**src/rtl/mac_cluster_sequencer.sv**
```systemverilog
// Sequencer for a 4-lane MAC cluster: serially loads the config chain,
// runs operand jobs through the cluster, and holds the result for the consumer.
module mac_cluster_sequencer #(
  parameter int MAC_CONF_WIDTH = 4,
  parameter int MAC_MIN_WIDTH  = 8,
  parameter int MAC_ACC_WIDTH  = 32,
  parameter int CNT_WIDTH      = 8,
  parameter int DRAIN_CYCLES   = 2,
  parameter int CHAIN_LEN      = 4 * MAC_CONF_WIDTH
) (
  input  logic                       clk,
  input  logic                       rst,
  input  logic                       cfg_valid,
  output logic                       cfg_ready,
  input  logic [CHAIN_LEN-1:0]       cfg_data,
  input  logic                       job_start,
  input  logic [CNT_WIDTH-1:0]       job_len,
  output logic                       job_busy,
  input  logic                       op_valid,
  output logic                       op_ready,
  input  logic [4*MAC_MIN_WIDTH-1:0] op_a,
  input  logic [4*MAC_MIN_WIDTH-1:0] op_b,
  output logic                       res_valid,
  input  logic                       res_ready,
  output logic [4*MAC_ACC_WIDTH-1:0] res_data,
  output logic                       mac_rst,
  output logic                       mac_en,
  output logic                       mac_cen,
  output logic                       mac_cset,
  output logic                       mac_shift,
  output logic [4*MAC_MIN_WIDTH-1:0] mac_a,
  output logic [4*MAC_MIN_WIDTH-1:0] mac_b,
  input  logic [4*MAC_ACC_WIDTH-1:0] mac_out
);

  localparam int BIT_W   = $clog2(CHAIN_LEN + 1);
  localparam int DRAIN_W = $clog2(DRAIN_CYCLES + 2);

  typedef enum logic [2:0] {
    IDLE, SHIFT, SET, CLEAR, RUN, DRAIN, RESULT
  } state_t;

  state_t               state, state_next;
  logic [CHAIN_LEN-1:0] shift_reg;
  logic [BIT_W-1:0]     bit_cnt;
  logic [CNT_WIDTH-1:0] beat_cnt;
  logic [DRAIN_W-1:0]   drain_cnt;
  logic                 mac_en_q;

  // Config takes priority over a job request arriving in the same idle cycle.
  logic job_go;
  assign job_go = job_start && (job_len != '0);

  // All strobes decode from the state register alone, so an async reset to
  // IDLE silences them the instant rst falls.
  assign cfg_ready = (state == IDLE);
  assign job_busy  = (state != IDLE);
  assign mac_cen   = (state == SHIFT);
  assign mac_shift = (state == SHIFT) && shift_reg[CHAIN_LEN-1];
  assign mac_cset  = (state == SET);
  assign mac_rst   = (state == CLEAR);
  assign op_ready  = (state == RUN);
  assign res_valid = (state == RESULT);
  assign mac_en    = mac_en_q;

  always_comb begin
    // NOTE: default assigned first so every path drives state_next; no latch.
    state_next = state;
    unique case (state)
      IDLE: begin
        if (cfg_valid)   state_next = SHIFT;
        else if (job_go) state_next = CLEAR;
      end
      SHIFT:  if (bit_cnt == BIT_W'(1)) state_next = SET;
      SET:    state_next = IDLE;
      CLEAR:  state_next = RUN;
      RUN:    if (op_valid && beat_cnt == CNT_WIDTH'(1)) state_next = DRAIN;
      DRAIN:  if (drain_cnt == '0) state_next = RESULT;
      RESULT: if (res_ready) state_next = IDLE;
      default: state_next = IDLE;
    endcase
  end

  // NOTE: sequential state uses non-blocking assignments so every register
  // samples pre-edge values regardless of statement order.
  always_ff @(posedge clk or negedge rst) begin
    if (!rst) begin
      state     <= IDLE;
      shift_reg <= '0;
      bit_cnt   <= '0;
      beat_cnt  <= '0;
      drain_cnt <= '0;
      mac_en_q  <= 1'b0;
      mac_a     <= '0;
      mac_b     <= '0;
      res_data  <= '0;
    end else begin
      state    <= state_next;
      mac_en_q <= op_valid && op_ready;
      unique case (state)
        IDLE: begin
          if (cfg_valid) begin
            shift_reg <= cfg_data;
            bit_cnt   <= BIT_W'(CHAIN_LEN);
          end else if (job_go) begin
            beat_cnt <= job_len;
          end
        end
        SHIFT: begin
          shift_reg <= {shift_reg[CHAIN_LEN-2:0], 1'b0};
          bit_cnt   <= bit_cnt - BIT_W'(1);
        end
        RUN: begin
          if (op_valid) begin
            mac_a    <= op_a;
            mac_b    <= op_b;
            beat_cnt <= beat_cnt - CNT_WIDTH'(1);
            // Drain spans DRAIN_CYCLES+1 cycles so the trailing mac_en lands.
            if (beat_cnt == CNT_WIDTH'(1)) drain_cnt <= DRAIN_W'(DRAIN_CYCLES);
          end
        end
        DRAIN: begin
          if (drain_cnt == '0) res_data  <= mac_out;
          else                 drain_cnt <= drain_cnt - DRAIN_W'(1);
        end
        default: ;
      endcase
    end
  end

endmodule

```
**config.mk**
```make
export PLATFORM = sky130hd
export DESIGN_NAME = mac_cluster_sequencer
export DESIGN_NICKNAME = d
export VERILOG_FILES = /design/src/rtl/mac_cluster_sequencer.sv
export SDC_FILE = /design/constraint.sdc
export NUM_CORES = 1
export LEC_CHECK = 0
export ABC_AREA = 1
export CORE_MARGIN = 2
export CORE_UTILIZATION = 38
export DETAILED_ROUTE_END_ITERATION = 6
export HOLD_SLACK_MARGIN = 0.03
export PLACE_DENSITY = 0.78
export SYNTH_ARGS = -nofsm -noshare
export SYNTH_HDL_FRONTEND = slang
export SYNTH_SLANG_ARGS = --single-unit
export TNS_END_PERCENT = 50
```
**constraint.sdc**
```tcl
create_clock -name clk -period 1.4 [get_ports clk]
set_input_delay 0.28 -clock clk [delete_from_list [all_inputs] [get_ports clk]]
set_output_delay 0.28 -clock clk [all_outputs]
set_load 0.01 [all_outputs]
```
==> flow_summary.yaml <==
routing:
  ant_nets: 0
  drt-total-wl_um: 31920
  detail_route.vias_per_cell: 4.747
  wire_per_inst_um: 19.01
  drtPass1Iterations: 5
  initialDrtViolationCount: 450
  drc: 0
  vias: 7971
synth:
  synth_area_leaders: "dfrtp_1 59%, mux2_4 15%, nand2_1 11%, mux2_2 3.2%, buf_12 2.3%"
  async_reset_ff_frac: 1.000
  synth_commonest_cells: "276 x nand2_1, 227 x dfrtp_1, 100 x mux2_4"
  yosysTopAreaCell: "dfrtp_1"
  syn-num-nets: 1045
  ys_ff_latch: 227
  synth_cells: 818
  ys.warnings.count: 0
  syn_area_per_cell_sq_um: 11.87
  yosysUniqueCellTypes: 31
  syn_area_sq_mm: 0.009708
  synth_edf_count: 0
  yosysSeqAreaShare: 0.5851
  synth_flop_cell: "dfrtp_1"
  synth.most_common_cell: "nand2_1"
  yosys.area.top_type_share: 0.5851
floorplan:
  dieWidth_um: 163.8
  core_area_sq_mm: 0.02511
  dieArea_sq_mm: 0.02684
  start_util: 0.3866
  die_h_um: 163.8
  num_rows: 58
  io_pins: 423
critical_path:
  cpMaxStageDelayCell: "dfrtp_1"
  critPathCaptureType: "output pin"
  reg2reg_slack_ns: -0.42
  critPathMaxFanout: 3
  cp_common_cell: "inv_2"
  critPathCapture: "mac_shift"
  path_depth: 6
  critical_path.startpoint: "state[1]"
  start_kind: "flip-flop"
  r2r_cells: 8
  cp_top_family: "flip-flops"
  worstPathArrival_ns: 1.55
  crit_path_cell_trace: "inv_2, nand2_4, nor2_4, inv_2, nor2_2, buf_2"
  max_stage_delay_ns: 0.43
  timing.rr.end: "res_data[70]"
  required_ns: 1.12
  reg2reg_from: "state[1]"
  path_buf_inv: 3
  crit_type: "flip-flop to output pin"
sta:
  rsz0062_at_grt: "yes"
  fin_crit_sh: 1.305
  slew_headroom: 0.7696
  layout_setup_ws_ns: -0.4269
  min_period_ns: 1.827
  setup_viol: 233
  worst_slew_pin_slew_ns: 0.3420
  fmax_ghz: 0.5474
  finalClockSkew_ns: 0.006541
  finalMaxSlewViolations: 0
  hold_violations: 0
job:
  drv_cap: 0
cts:
  cts_tree: "yes"
  clk_path_buf_depth: 3
  numCtsBuffers: 25
  cts.reportedPaths.clkPinSlew_ns: 0.06
  insertion_delay_ns: 0.51
  root_buffer: "clkbuf_16"
  htreeDepth: 1
  cts_num_sinks: 227
grt:
  grt_pass1_wl_um: 45550
  grt.overflow.total: 0
  grt_pass1_vias: 8034
  grt_usage: 0.2180
  grt_max_degree: 51
  antenna_found_initial: 2
place:
  dp_hpwl_um: 22190
  routabilityCongestion: 0.8544
  place_inst: 1593
  preCtsSetupSlack_ns: -0.3560
  io_buffers: 422
cells_and_area:
  drive_gt1_frac: 0.3605
  layoutNonFillerInstCount: 1679
  final_util: 0.6118
  largest_reg_flops: 128
  largestRegisters: "res_data: 128 flops, mac_a: 32 flops, mac_b: 32 flops"
  regMostFlops: "res_data"
  area_growth_syn_to_layout_pct: 58.23
  final_nets: 1558
power:
  total_power_mw: 33.44
  powerDensity_mw_per_mm2: 2177
  leakagePower_nw: 7.982
  peakVddDrop_mv: 1.555
outcome:
  violations: "negative setup slack"
  status: "finished with violations"
hold_path:
  hold_class: "input port to asynchronous set/reset pin"
[stage by stage]
step,area (sq um),hold WS (ns),TNS (ns)
finish,15360,0.2086,-62.91
global route,15360,0.2330,-77.20
CTS,14910,0.2032,-63.99
detailed placement,14570,0.1612,-50.83
global placement,14570,0.1608,-41.21
floorplan,9713,-0.01559,-7.652
[per-layer routing]
metal  global-route usage  up-vias  wire (um)
met3              0.05227       75       2507
met1               0.2660     3851      12300
met2               0.3745      355      15820
li1                     -     3688          -
met5                    0        -         13
met4              0.08214        2       1281
[cell usage in the layout (no fill, tap or decap), types with 2 or more instances in the layout]
cell	Yosys	layout
nand4_1	2	2
nor2_4	1	4
buf_6	1	19
nand3_1	17	16
o211ai_1	15	15
nor2_1	22	19
buf_8	2	6
dfrtp_1	227	225
dfrtp_2	0	2
dlymetal6s2s_1	0	15
clkinv_2	0	6
nand2_8	0	5
mux2_4	100	102
buf_2	15	181
nand2_2	2	4
buf_12	11	16
o22ai_1	2	2
clkdlybuf4s50_1	0	220
clkbuf_8	0	5
o21ai_1	2	10
nand2_1	276	269
o21bai_1	2	2
nand2_4	1	4
clkbuf_16	0	32
nor2_2	2	2
inv_1	41	37
clkbuf_1	1	5
inv_2	4	7
o21ai_2	0	3
ha_1	5	4
mux2_2	28	26
buf_16	0	6
o21ai_0	26	15
buf_4	6	48
[worst min-delay path by stage]
stage	slack (ns)	endpoint	depth (start not counted)
global route	0.23	res_data[11]	2
CTS	0.20	res_data[11]	2
global placement	0.16	res_data[11]	1
detailed placement	0.16	mac_a[4]	1
floorplan	-0.02	beat_cnt[0]	0
finish	0.21	res_data[11]	2
[area by class of cell]
cell class	instances	area (sq um)
fill	2013	9748
sequential	227	5683
timing repair buffer	519	4631
multi-input combinational	513	3669
clock buffer	35	713.2
tap	330	412.9
inverter	45	173.9
clock inverter	9	76.32
antenna	1	2.502
[cell families after synthesis]
family | share of synthesized area
flip-flops | 0.5851
multiplexers | 0.1871
AO/OA/AOI/OAI | 0.03042
AND/OR/NAND/NOR | 0.1320
XOR/XNOR | 0.001805
buffers and inverters | 0.05709
adder cells (fa/ha/maj) | 0.006444
[power by group]
group / internal, mW / switching, mW
logic: 8.52 / 7.31
registers: 9.60 / 1.61
clock network: 3.72 / 2.67
total: 21.8 / 11.6
[timing repair]
item	CTS	global route
endpoints found under the hold margin	227	0
hold buffers	1	0
gates resized for setup	781	70
setup buffers	22	3
gates cloned	5	11
endpoints found under the setup margin	428	252
pin swaps	3	4
(Power assumes the default switching activity.)
==> RTL change 1 (same settings) <==
`MAC_MIN_WIDTH`: 8 -> 9.
--- a/src/rtl/mac_cluster_sequencer.sv
+++ b/src/rtl/mac_cluster_sequencer.sv
@@ -4,3 +4,3 @@
   parameter int MAC_CONF_WIDTH = 4,
-  parameter int MAC_MIN_WIDTH  = 8,
+  parameter int MAC_MIN_WIDTH  = 9,
   parameter int MAC_ACC_WIDTH  = 32,
Ports: changed (resized mac_a, mac_b, op_a and op_b); port bits go from 423 to 439. No check against the original RTL was run, so the function may have changed too.
==> RTL change 1 against the original RTL <==
  * The run still ends with negative setup slack left
  * Wire length grew 17%
  * Global-route usage grew 1.2 points
  * Non-clock buffer count grew 62
  * Synthesized cell count grew 41%
  * Critical path type unchanged
  * Sequential share of layout area shrank 1.8 points
  * Sequential power grew 4%
  * Hold slack gained 0.071 ns
  * Setup slack gained 0.023 ns
  * Die area grew 0.91%
  * Power grew 7.2%
  * Sequential cell count grew 8
  * Area after synthesis grew 0.93%
  * Register-to-register slack gained 0.15 ns
  * Critical endpoint is now mac_cset
  * Final area grew 8.8%
==> RTL change 1: results <==
[finish]
reg_top3 = res_data x128, mac_a x36, mac_b x36
num-nonclk-inverters = 49
fill_cells = 1909
n_clock_buffer = 36
clockNetworkAreaShare_pct = 5.414
sequential_cell_total = 235
multi_input_area_share_pct = 23.21
diodes = 1
drive_above_1_share_pct = 29.00
multi_input_gates = 804
synthToLayoutAreaGrowth_pct = 70.53
buffers_excl_clock = 581
buffer_area_share_pct = 32.41
regArea_um2 = 5882

[logic_synthesis]
yosysWarnings = 0
synth_area_leaders = dfrtp_1 60%, nand2_1 22%, nand3_1 7.5%
synth_area_um2 = 9798
synthTopCellsByCount = 564 x nand2_1, 235 x dfrtp_1, 146 x nand3_1, 42 x inv_1, 40 x buf_2
syn_nets = 1387
synth_cell_types = 26
synth.avg_cell_area_um2 = 8.505
synth-main-ff-cell = dfrtp_1
yosysSeqAreaShare_pct = 60.02

[global_routing]
grt_pass1_vias = 9394
gr-usage-met2_pct = 40.34
grt_max_degree = 52
antenna_found_initial = 1
grt_first_pass_wirelength_um = 49130
use_met3_pct = 4.621
grt_usage_pct = 23.02
grt_use_met1_pct = 27.47

[clocking]
cts_buffers = 26
clk_transition_reported_paths_ns = 0.06
insertion_delay_ns = 0.54

[critical_path]
arrival_ns = 1.52

[placement]
place_area_um2 = 15070
placed_cells = 1928
gp_congestion = 0.8517
place_ws_ns = -0.2570
hpwl_um = 23170
port_buffers = 438

[outcome]
status = complete, but fails checks
violations = negative setup slack

[timing]
fin_worst_skew_ns = 0.01459
worst_pin_slew_ns = 0.4765
finalSetupViolCount = 235
setup_tns_ns = -36.02
setup_slack_ns = -0.4043

[routing]
dr.first_iter.drc_count = 728
wl_met1_um = 13600
highest_layer = met4
vias_per_cell = 4.990
wl_per_cell_um = 18.30
route.met3.wl_um = 3143
wl_met2_um = 18750
routed_wl_um = 37480
drtPass1Iterations = 5

[power]
p_sw_mw = 13.81
power_leakage_nw = 8.598
vdd_drop_max_v = 0.001441
[RTL change 1: worst max-delay path: stages, from the launching register on]
cell,delay (ns)
dfrtp_1,0.41
buf_6,0.13
buf_6,0.12
nor3_4,0.17
buf_2,0.16
[RTL change 1: kinds of logic after synthesis]
logic type               Yosys count  share of synthesized area [%]
buffers and inverters            116                          5.478
AND/OR/NAND/NOR                  744                          30.65
AO/OA/AOI/OAI                     50                          3.039
XOR/XNOR                           2                         0.1788
adder cells (fa/ha/maj)            5                         0.6385
flip-flops                       235                          60.02
[RTL change 1: power by group through the flow]
stage | clock network [mW] | registers [mW] | logic [mW]
floorplan | 0 | 12.8 | 5.49
global placement | 0 | 11.5 | 15.3
detailed placement | 0 | 11.6 | 15.7
CTS | 7.25 | 11.5 | 14.5
global route | 7.60 | 12.0 | 18.3
finish | 7.16 | 11.7 | 17.0
[RTL change 1: path summary, 6_finish.rpt]
check                                              start                       end  slack [ns]  cells after the start
worst max-delay path                state[2]$_DFFE_PN0P_                  mac_cset       -0.40                      4
worst min-delay path                                 rst  res_data[51]$_DFFE_PN0N_        0.28                      2
worst max register to register      state[2]$_DFFE_PN0P_   res_data[9]$_DFFE_PN0N_       -0.27                      9
worst min register to register  res_data[47]$_DFFE_PN0N_  res_data[47]$_DFFE_PN0N_        0.46                      2
max in group asynchronous                            rst      state[1]$_DFFE_PN0P_        0.51                      3
min in group clk                                op_b[10]     mac_b[10]$_DFFE_PN0P_        0.28                      3
[RTL change 1: repair_timing]
action	CTS	global route
resized for setup	892	149
setup endpoints to repair	442	250
endpoints found under the hold margin	40	0
hold buffers	1	0
gates cloned	8	22
pin swaps	16	36
setup buffers	22	26
==> RTL change 2 (same flow settings) <==
Without the edit above. The 7 states of `state_t` get a one-hot encoding in 7 bits.
--- a/src/rtl/mac_cluster_sequencer.sv
+++ b/src/rtl/mac_cluster_sequencer.sv
@@ -38,4 +38,4 @@
 
-  typedef enum logic [2:0] {
-    IDLE, SHIFT, SET, CLEAR, RUN, DRAIN, RESULT
+  typedef enum logic [6:0] {
+    IDLE = 7'b0000001, SHIFT = 7'b0000010, SET = 7'b0000100, CLEAR = 7'b0001000, RUN = 7'b0010000, DRAIN = 7'b0100000, RESULT = 7'b1000000
   } state_t;
Check against the original RTL: no difference found for any inputs over 4 cycles, from zero or initial values and one cycle with rst low; so few cycles prove little.
==> RTL change 2 against the original RTL <==
  * The flow still finishes with violations (negative setup slack)
  * Area after synthesis shrank 0.98%
  * Non-clock buffer count up 8
  * Wire length up 2.1%
  * Core utilization fell by 0.77 points
  * Synthesized cell count grew 36%
  * Fmax fell by 0.60%
  * Sequential cell count up 4
  * Power fell by 13%
  * First-iteration DRC count is 26% higher
  * Final area decreased by 1.5%
  * Setup slack got worse by 0.011 ns
  * Largest power group unchanged
==> RTL change 2: results <==
[global_routing]
grt_max_degree = 50
grt_first_pass_wirelength_um = 49570
grt_usage_pct = 23.57
grt_pass1_vias = 9444
antenna_found_initial = 2

[placement]
hpwl_um = 23770
gp_congestion = 0.8548
port_buffers = 422

[critical_path]
crit_path_top_delay_cell = dfstp_2
critPathMaxFanout = 4
slowest_delay_ns = 0.59
cpLargestDelayFamily = flip-flops
reg2regPathDepth = 9
arrival_ns = 1.56

[timing]
fin_worst_skew_ns = 0.01168
finalSetupViolCount = 239
worst_pin_slew_ns = 0.4458
setup_tns_ns = -59.82
setup_slack_ns = -0.4380

[routing]
wl_per_cell_um = 16.65
drtPass1Iterations = 5
dr.first_iter.drc_count = 568
vias_per_cell = 4.786

[logic_synthesis]
yosysSeqAreaShare_pct = 60.15
synth_area_leaders = dfrtp_1 60%, nand2_1 20%, nand3_1 8.0%
synth-main-ff-cell = dfrtp_1
synthTopCellsByCount = 516 x nand2_1, 230 x dfrtp_1, 154 x nand3_1, 56 x nor2_1, 35 x inv_1
syn_nets = 1341
synth_cell_types = 26
postSynth.asyncResetShare_pct = 100.0
yosysWarnings = 0

[clocking]
cts_buffers = 26
root_buffer = clkbuf_16
htree_levels = 1
clk_path_buf_depth = 3
clk_transition_reported_paths_ns = 0.06
insertion_delay_ns = 0.53

[finish]
fill_cells = 2125
drive_above_1_share_pct = 24.60
nets = 1833
reg_top3 = res_data x128, mac_a x32, mac_b x32

[power]
vdd_drop_max_v = 0.001266
power_leakage_nw = 7.392

[outcome]
status = complete, but fails checks
violations = negative setup slack

[worst_hold_path]
hp-class = primary input to asynchronous set/reset pin
RTL change 2: changes by cell type after synthesis, moves of 4 or more:
cell	delta
clkbuf_1	+22
nand3_1	+137
buf_12	-11
buf_2	+4
nor2_1	+34
inv_1	-6
o22ai_1	+14
o211ai_1	-15
mux2_2	-28
nand2_1	+240
buf_6	+15
mux2_4	-100
o21ai_0	-16
RTL change 2: worst reg2reg max path, delay by kind of cell (launching register included):
family / cells / cell delay [ns]
buffers and inverters: 3 / 0.49
DFF: 1 / 0.43
and+or+nand+nor: 6 / 0.76
RTL change 2: layout make-up:
type / instances / area share (%)
sequential: 231 / 38.23
timing repair buffer: 527 / 28.85
multi-input combinational: 780 / 23.26
clock buffer: 31 / 4.699
tap: 330 / 2.730
clock inverter: 17 / 1.216
inverter: 40 / 0.9928
antenna: 1 / 0.01655
RTL change 2: logic make-up after synthesis:
family | share of synthesized area, %
AOI/OAI and AO/OA | 1.887
xor gates and xnor gates | 0.09113
adders and majority gates | 0.6508
buffers and inverters | 5.714
DFF | 60.15
and+or+nand+nor | 31.51
RTL change 2: timing repair:
action                                 CTS  global route
pin swaps                               22            16
setup buffers                           25             8
cloned                                   0             1
setup endpoints to repair              431           246
endpoints found under the hold margin   38             0
hold buffers                             1             0
resized for setup                      839            37
RTL change 2: path summary, 6_finish.rpt:
path                                     startpoint                         to  slack, ns
max                            state[0]$_DFFE_PN1P_                  mac_shift      -0.44
min                                             rst  res_data[122]$_DFFE_PN0P_       0.26
max reg2reg                    state[1]$_DFFE_PN0P_      mac_a[18]$_DFFE_PN0P_      -0.34
min reg2reg                res_data[19]$_DFFE_PN0P_   res_data[19]$_DFFE_PN0P_       0.46
max in group asynchronous                       rst   res_data[46]$_DFFE_PN0P_       0.55
min in group clk                           op_b[24]      mac_b[24]$_DFFE_PN0P_       0.29
RTL change 2: metal layers:
| metal | up-vias | part of all wire (%) | GRT usage, % |
|---|---|---|---|
| met4 | 2 | 3.7 | 8.648 |
| li1 | 4490 | - | - |
| met3 | 78 | 8.9 | 6.145 |
| met5 | - | 0.049 | 0 |
| met1 | 4391 | 37 | 27.57 |
| met2 | 406 | 50 | 41.70 |
RTL change 2: power breakdown:
part           internal (mW)  switching [mW]
Combinational           5.03            6.19
Clock                   4.20            2.81
Sequential              9.43            1.55
RTL change 2: metrics by stage:
| step | utilization (%) | power (mW) | cells | setup WS [ns] |
|---|---|---|---|---|
| 2_1_floorplan | - | 15.79 | 1114 | -0.05127 |
| 4_1_cts | 59.50 | 29.12 | 1948 | -0.4492 |
| 3_3_place_gp | 58.50 | 23.22 | 1875 | -0.3621 |
| 3_5_place_dp | 58.50 | 23.60 | 1875 | -0.3906 |
| 6_report | 60.40 | 29.20 | 1957 | -0.4380 |
| 5_1_grt | 60.39 | 31.03 | 1956 | -0.4779 |
